### config.mk
export PLATFORM = sky130hd
export DESIGN_NAME = bram_stream_reader
export DESIGN_NICKNAME = d
export VERILOG_FILES = /design/src/rtl/bram_stream_reader_pkg.sv /design/src/rtl/bram_stream_reader_fifo.sv /design/src/rtl/bram_stream_reader.sv
export SDC_FILE = /design/constraint.sdc
export NUM_CORES = 1
export LEC_CHECK = 0
export BUFFER_PORTS_ARGS = -buffer_cell sky130_fd_sc_hd__buf_2
export CAP_MARGIN = 20
export CORE_MARGIN = 8
export CORE_UTILIZATION = 25
export CTS_CLUSTER_DIAMETER = 60
export DETAILED_ROUTE_END_ITERATION = 8
export SYNTH_ARGS = -nofsm -noshare
export SYNTH_HDL_FRONTEND = slang
export SYNTH_SLANG_ARGS = --single-unit
### constraint.sdc
create_clock -name clk -period 9.5 [get_ports clk]
set_clock_uncertainty 0.15 [all_clocks]
set_input_delay 0.475 -clock clk [delete_from_list [all_inputs] [get_ports clk]]
set_output_delay 0.475 -clock clk [all_outputs]
set_load 0.005 [all_outputs]
### src/rtl/bram_stream_reader_pkg.sv
// bram_stream_reader_pkg
// Shared defaults and the sequencer state encoding for bram_stream_reader.
//   DEF_ADDR_W     : default RAM address width (depth = 2**DEF_ADDR_W)
//   DEF_DATA_W     : default RAM word width
//   DEF_FIFO_DEPTH : default output buffer depth (power of two, >= 2)
//   state_t        : IDLE / ISSUE / DRAIN
package bram_stream_reader_pkg;

  localparam int DEF_ADDR_W     = 8;
  localparam int DEF_DATA_W     = 16;
  localparam int DEF_FIFO_DEPTH = 4;

  typedef enum logic [1:0] {
    IDLE  = 2'd0,
    ISSUE = 2'd1,
    DRAIN = 2'd2
  } state_t;

endpackage

### src/rtl/bram_stream_reader_fifo.sv
// bram_stream_reader_fifo
// Synchronous FIFO holding {last, data} words returned by the RAM.
// Ports:
//   clk, rst        : clock, synchronous active-high reset (clears storage)
//   push, push_data : write one entry (caller guarantees free space)
//   pop             : remove head entry (ignored when empty)
//   head_data       : current head entry
//   head_valid      : FIFO non-empty
//   occupancy       : number of stored entries, 0..DEPTH
module bram_stream_reader_fifo #(
  parameter int DEPTH = 4,
  parameter int W     = 17
) (
  input  logic                       clk,
  input  logic                       rst,
  input  logic                       push,
  input  logic [W-1:0]               push_data,
  input  logic                       pop,
  output logic [W-1:0]               head_data,
  output logic                       head_valid,
  output logic [$clog2(DEPTH):0]     occupancy
);

  localparam int PW = $clog2(DEPTH);
  localparam int CW = PW + 1;

  logic [W-1:0]  store [DEPTH];
  logic [PW-1:0] wr_ptr;
  logic [PW-1:0] rd_ptr;
  logic          do_pop;

  assign do_pop     = pop && (occupancy != '0);
  assign head_data  = store[rd_ptr];
  assign head_valid = (occupancy != '0);

  always_ff @(posedge clk) begin
    if (rst) begin
      wr_ptr    <= '0;
      rd_ptr    <= '0;
      occupancy <= '0;
      for (int i = 0; i < DEPTH; i++) store[i] <= '0;
    end else begin
      if (push) begin
        store[wr_ptr] <= push_data;
        wr_ptr        <= wr_ptr + PW'(1);
      end
      if (do_pop) rd_ptr <= rd_ptr + PW'(1);
      // Simultaneous push and pop leaves occupancy unchanged.
      occupancy <= occupancy + CW'(push) - CW'(do_pop);
    end
  end

endmodule

### src/rtl/bram_stream_reader.sv
// bram_stream_reader
// Streams a contiguous, wrapping range of a single-cycle block RAM out as a
// valid/ready stream with a last marker.
// Optional feature: define BRAM_STREAM_READER_CHECKSUM_EN to add the
// checksum port (running sum mod 2**DATA_W of transferred words).
// Ports:
//   clk, rst            : clock, synchronous active-high reset
//   start, base_addr, len : command (sampled only when idle and not in done cycle)
//   busy, done          : transfer in progress / one-cycle completion pulse
//   mem_r_en, mem_r_addr, mem_data, mem_valid : RAM read port
//   m_data, m_valid, m_ready, m_last : output stream
//   fsm_state           : current sequencer state (observation)
//   checksum            : only with BRAM_STREAM_READER_CHECKSUM_EN
// Handshake: a beat transfers in any cycle where m_valid && m_ready; while
// m_valid && !m_ready, m_data and m_last are held stable.
module bram_stream_reader
  import bram_stream_reader_pkg::*;
#(
  parameter int ADDR_W     = DEF_ADDR_W,
  parameter int DATA_W     = DEF_DATA_W,
  parameter int FIFO_DEPTH = DEF_FIFO_DEPTH
) (
  input  logic              clk,
  input  logic              rst,
  input  logic              start,
  input  logic [ADDR_W-1:0] base_addr,
  input  logic [ADDR_W:0]   len,
  output logic              busy,
  output logic              done,
  output logic              mem_r_en,
  output logic [ADDR_W-1:0] mem_r_addr,
  input  logic [DATA_W-1:0] mem_data,
  input  logic              mem_valid,
  output logic [DATA_W-1:0] m_data,
  output logic              m_valid,
  input  logic              m_ready,
  output logic              m_last,
  output state_t            fsm_state
`ifdef BRAM_STREAM_READER_CHECKSUM_EN
  ,output logic [DATA_W-1:0] checksum
`endif
);

  localparam int CW = $clog2(FIFO_DEPTH) + 1;

  state_t            state;
  logic [ADDR_W-1:0] next_addr;
  logic [ADDR_W:0]   issue_rem;   // reads still to be issued
  logic [ADDR_W:0]   ret_rem;     // words still to come back from the RAM
  logic [CW-1:0]     outstanding; // reads issued but not yet buffered
  logic [CW-1:0]     occupancy;

  logic accept;
  logic can_issue;
  logic issue;
  logic push;
  logic push_last;
  logic pop;
  logic final_beat;

  assign fsm_state = state;

  // Start is ignored in the done cycle so a back-to-back command cannot
  // overlap the completing transfer.
  assign accept    = start && (state == IDLE) && !done;
  // Credit rule: buffered + in-flight never exceeds the FIFO size, so the
  // FIFO can never overflow.
  assign can_issue = ({1'b0, occupancy} + {1'b0, outstanding}) < (CW + 1)'(FIFO_DEPTH);
  assign issue     = (accept && (len != '0)) ||
                     ((state == ISSUE) && (issue_rem != '0) && can_issue);
  // Returns with nothing outstanding are leftovers from before a reset.
  assign push       = mem_valid && (outstanding != '0);
  assign push_last  = (ret_rem == (ADDR_W + 1)'(1));
  assign pop        = m_valid && m_ready;
  assign final_beat = pop && m_last;

  bram_stream_reader_fifo #(
    .DEPTH (FIFO_DEPTH),
    .W     (DATA_W + 1)
  ) u_fifo (
    .clk        (clk),
    .rst        (rst),
    .push       (push),
    .push_data  ({push_last, mem_data}),
    .pop        (pop),
    .head_data  ({m_last, m_data}),
    .head_valid (m_valid),
    .occupancy  (occupancy)
  );

  always_ff @(posedge clk) begin
    if (rst) begin
      state       <= IDLE;
      busy        <= 1'b0;
      done        <= 1'b0;
      mem_r_en    <= 1'b0;
      mem_r_addr  <= '0;
      next_addr   <= '0;
      issue_rem   <= '0;
      ret_rem     <= '0;
      outstanding <= '0;
    end else begin
      done        <= 1'b0;
      mem_r_en    <= issue;
      outstanding <= outstanding + CW'(issue) - CW'(push);
      if (push) ret_rem <= ret_rem - (ADDR_W + 1)'(1);

      case (state)
        IDLE: begin
          if (accept) begin
            if (len == '0) begin
              done <= 1'b1;
            end else begin
              busy       <= 1'b1;
              state      <= ISSUE;
              mem_r_addr <= base_addr;
              next_addr  <= base_addr + ADDR_W'(1);
              issue_rem  <= len - (ADDR_W + 1)'(1);
              ret_rem    <= len;
            end
          end
        end
        ISSUE: begin
          if (issue_rem == '0) begin
            state <= DRAIN;
          end else if (can_issue) begin
            mem_r_addr <= next_addr;
            next_addr  <= next_addr + ADDR_W'(1);
            issue_rem  <= issue_rem - (ADDR_W + 1)'(1);
          end
        end
        DRAIN: begin
          // Completion is taken from the final beat below.
        end
        default: state <= IDLE;
      endcase

      // The word tagged last leaves only after every read has returned, so
      // its transfer is the completion point.
      if (busy && final_beat) begin
        done  <= 1'b1;
        busy  <= 1'b0;
        state <= IDLE;
      end
    end
  end

`ifdef BRAM_STREAM_READER_CHECKSUM_EN
  always_ff @(posedge clk) begin
    if (rst) begin
      checksum <= '0;
    end else if (accept) begin
      checksum <= '0;
    end else if (pop) begin
      checksum <= checksum + m_data;
    end
  end
`endif

endmodule

==> qor.yml <==
setup_path:
  crit_fanout: 26
  crit_required_ns: 9.63
  cp_data_arrival_time_ns: 4.09
  worstSetupPathType: "reg2reg"
  r2r_slack_ns: 5.54
  setup.worst_path.end_class: "register"
  start_kind: "register"
yosys:
  synth.distinct_cells: 58
  netlist.area_leader.share_pct: 35.2
  yosysTopAreaCell: "edfxtp_1"
  synth_edf_count: 68
  synth_seq_cells: 119
  async_flop_share_pct: 0
  netlist_area_mm2: 0.00581
  syn_nets: 612
  synth.area.top_cells: "edfxtp_1, dfxtp_1, mux4_2"
  syn-mean-instance-area_um2: 10.3
  yosys_most_used_dff: "edfxtp_1"
  synth-seq-area-share_pct: 52.7
  syn_inst: 562
  yosysWarnings: 0
power_and_ir_drop:
  p_leak_nw: 2.81
  irDropWorstVdd_mv: 0.104
  power_density_mw_per_mm2: 269
cells_and_area:
  final_cell_mix: "nor2_1, nand2_1, buf_2, edfxtp_1, dfxtp_1"
  layout-drive-gt1-share_pct: 21.7
  layout.nets: 674
  fillers: 2337
  syn2layout_area_growth_pct: 20.0
  finalNonFillerCells: 921
  antennaDiodeCount: 0
  final_common_cell: "nor2_1"
place:
  io_buffers: 68
  dp_cells: 890
  gp_congestion: 0.836
  place_hpwl_um: 9670
sta:
  hold_viol: 0
  post-route-period-util_pct: 41.7
  min_period_ns: 3.96
  finalSetupTns_ns: 0
  maxSlewHeadroom_pct: 29.0
  timing.fmax_mhz: 253
  worstMarginPinSlew_ns: 1.06
  rsz0062_at_grt: "false"
  slew_viol_final: 0
  finalSetupViolCount: 0
die:
  start_util_pct: 25.6
  io_pins: 69
  num_rows: 55
  coreArea_mm2: 0.0227
  die_width_um: 168
  die_y_um: 168
  fp.dieArea_mm2: 0.0284
clocking:
  cts_buffers: 17
  cts_setup_buffers: 0
  insertion_delay_ns: 0.41
  cts_tree: "built"
  clock_sinks: 119
  cts.clk_slew.worst_paths_ns: 0.06
  ctsRootBufferMaster: "clkbuf_16"
  h-tree-depth: 4
  cts_resized: 0
  cts_buffer_depth: 2
  hold_buffers: 0
routing:
  vias: 4391
  viasPerCell: 4.77
  routed_wl_um: 14700
  route.detailed.drc: 0
  wl_per_cell_um: 15.9
  ant_nets: 0
  drtIter0Drc: 383
  drt_pass1_iterations: 7
grt:
  grt_pass1_wl_um: 23000
  grt.total_usage_pct: 10.3
  grt_pass1_vias: 4179
  antenna_found_initial: 0
  grt_max_degree: 55
  overflow: 0
run_status:
  status: "complete, no violations"
hold_path:
  worstHoldPathType: "in2reg"
job:
  maxCapViolCount: 0
## registers in the layout, summed over array words and instances, names as in the netlist, 3 cells and up, named ones only
| register | count |
|---|---|
| ret_rem | 9 |
| issue_rem | 9 |
| u_fifo.store | 68 |
| outstanding | 3 |
| u_fifo.occupancy | 3 |
| mem_r_addr | 8 |
| next_addr | 8 |
## worst paths after layout
kind	startpoint	end	cells past startpoint
hold / removal	base_addr[3]	mem_r_addr[3]	3
setup reg to reg	fsm_state[0]	outstanding[2]	12
hold reg to reg	mem_r_addr[1]	mem_r_addr[1]	2
setup / recovery	fsm_state[0]	outstanding[2]	12
## metrics by stage
stage / hold slack [ns] / power [mW] / setup slack (ns) / utilization (%) / instance area [um^2]
after CTS: 0.198 / 1.89 / 5.49 / 30.7 / 6970
after floorplan: 0.295 / 1.11 / 6.26 / - / 5810
after global placement: 0.318 / 1.28 / 5.20 / 28.3 / 6420
after global routing: 0.206 / 1.98 / 5.28 / 30.7 / 6970
after detailed placement: 0.317 / 1.28 / 5.18 / 28.3 / 6420
final: 0.209 / 1.87 / 5.54 / 30.7 / 6970
## layer usage
layer	global-route usage (%)	share of wire (%)	up-vias
met5	0	0	-
li1	-	-	2130
met2	15.6	45	144
met4	3.26	0.83	0
met1	13.8	47	2103
met3	2.88	6.7	14
## synth_stat cells, drive strengths merged, types with 2 or more instances
| master | count |
|---|---|
| xor2 | 6 |
| a31o | 4 |
| nor4 | 4 |
| dfxtp | 51 |
| o21bai | 3 |
| o2111ai | 3 |
| edfxtp | 68 |
| a21o | 4 |
| mux2 | 2 |
| a22oi | 3 |
| fa | 2 |
| o211ai | 2 |
| nor2 | 96 |
| a41o | 2 |
| a21oi | 22 |
| buf | 11 |
| nor3 | 9 |
| nand3 | 11 |
| inv | 32 |
| or3 | 4 |
| xnor2 | 9 |
| and3 | 4 |
| or4 | 2 |
| a311oi | 6 |
| nand4 | 6 |
| nor3b | 3 |
| mux2i | 10 |
| ha | 10 |
| nor4b | 3 |
| nor2b | 7 |
| o21ai | 15 |
| mux4 | 17 |
| a31oi | 10 |
| a211oi | 3 |
| clkbuf | 22 |
| nand2 | 76 |
| nand2b | 4 |
| o31ai | 4 |
## power by group
part           switching (mW)  internal, mW
Clock                   0.243         0.360
Sequential             0.0715         0.649
Combinational           0.317         0.232
Total                   0.632          1.24
## cell type report
type | count | area, um^2 | share of cell area (%)
timing repair buffer | 76 | 400 | 5.74
clock inverter | 14 | 126 | 1.81
multi-input combinational | 378 | 2480 | 35.6
sequential | 119 | 3060 | 43.9
inverter | 32 | 120 | 1.72
clock buffer | 17 | 425 | 6.10
tap | 285 | 357 | 5.12
## worst max-delay path, stage by stage, from the launching register on
cell     delay (ns)
dfxtp_1        0.36
nor4b_4        0.70
o31ai_4        0.35
o21ai_2        0.50
inv_2          0.40
ha_1           0.40
inv_1          0.05
ha_1           0.13
inv_1          0.05
fa_1           0.36
xor2_1         0.17
xnor2_1        0.14
nor2_1         0.05
## kinds of logic after synthesis
logic type                 Yosys count  share of synthesized area, %
DFF                                119                          52.7
muxes                               29                          8.92
buffers and inverters               65                          4.59
and+or+nand+nor                    234                          18.2
adders and majority gates           12                          2.84
xor gates and xnor gates            15                          2.26
AOI/OAI and AO/OA                   88                          10.4
Note: power is estimated with default switching activity, not from simulation.
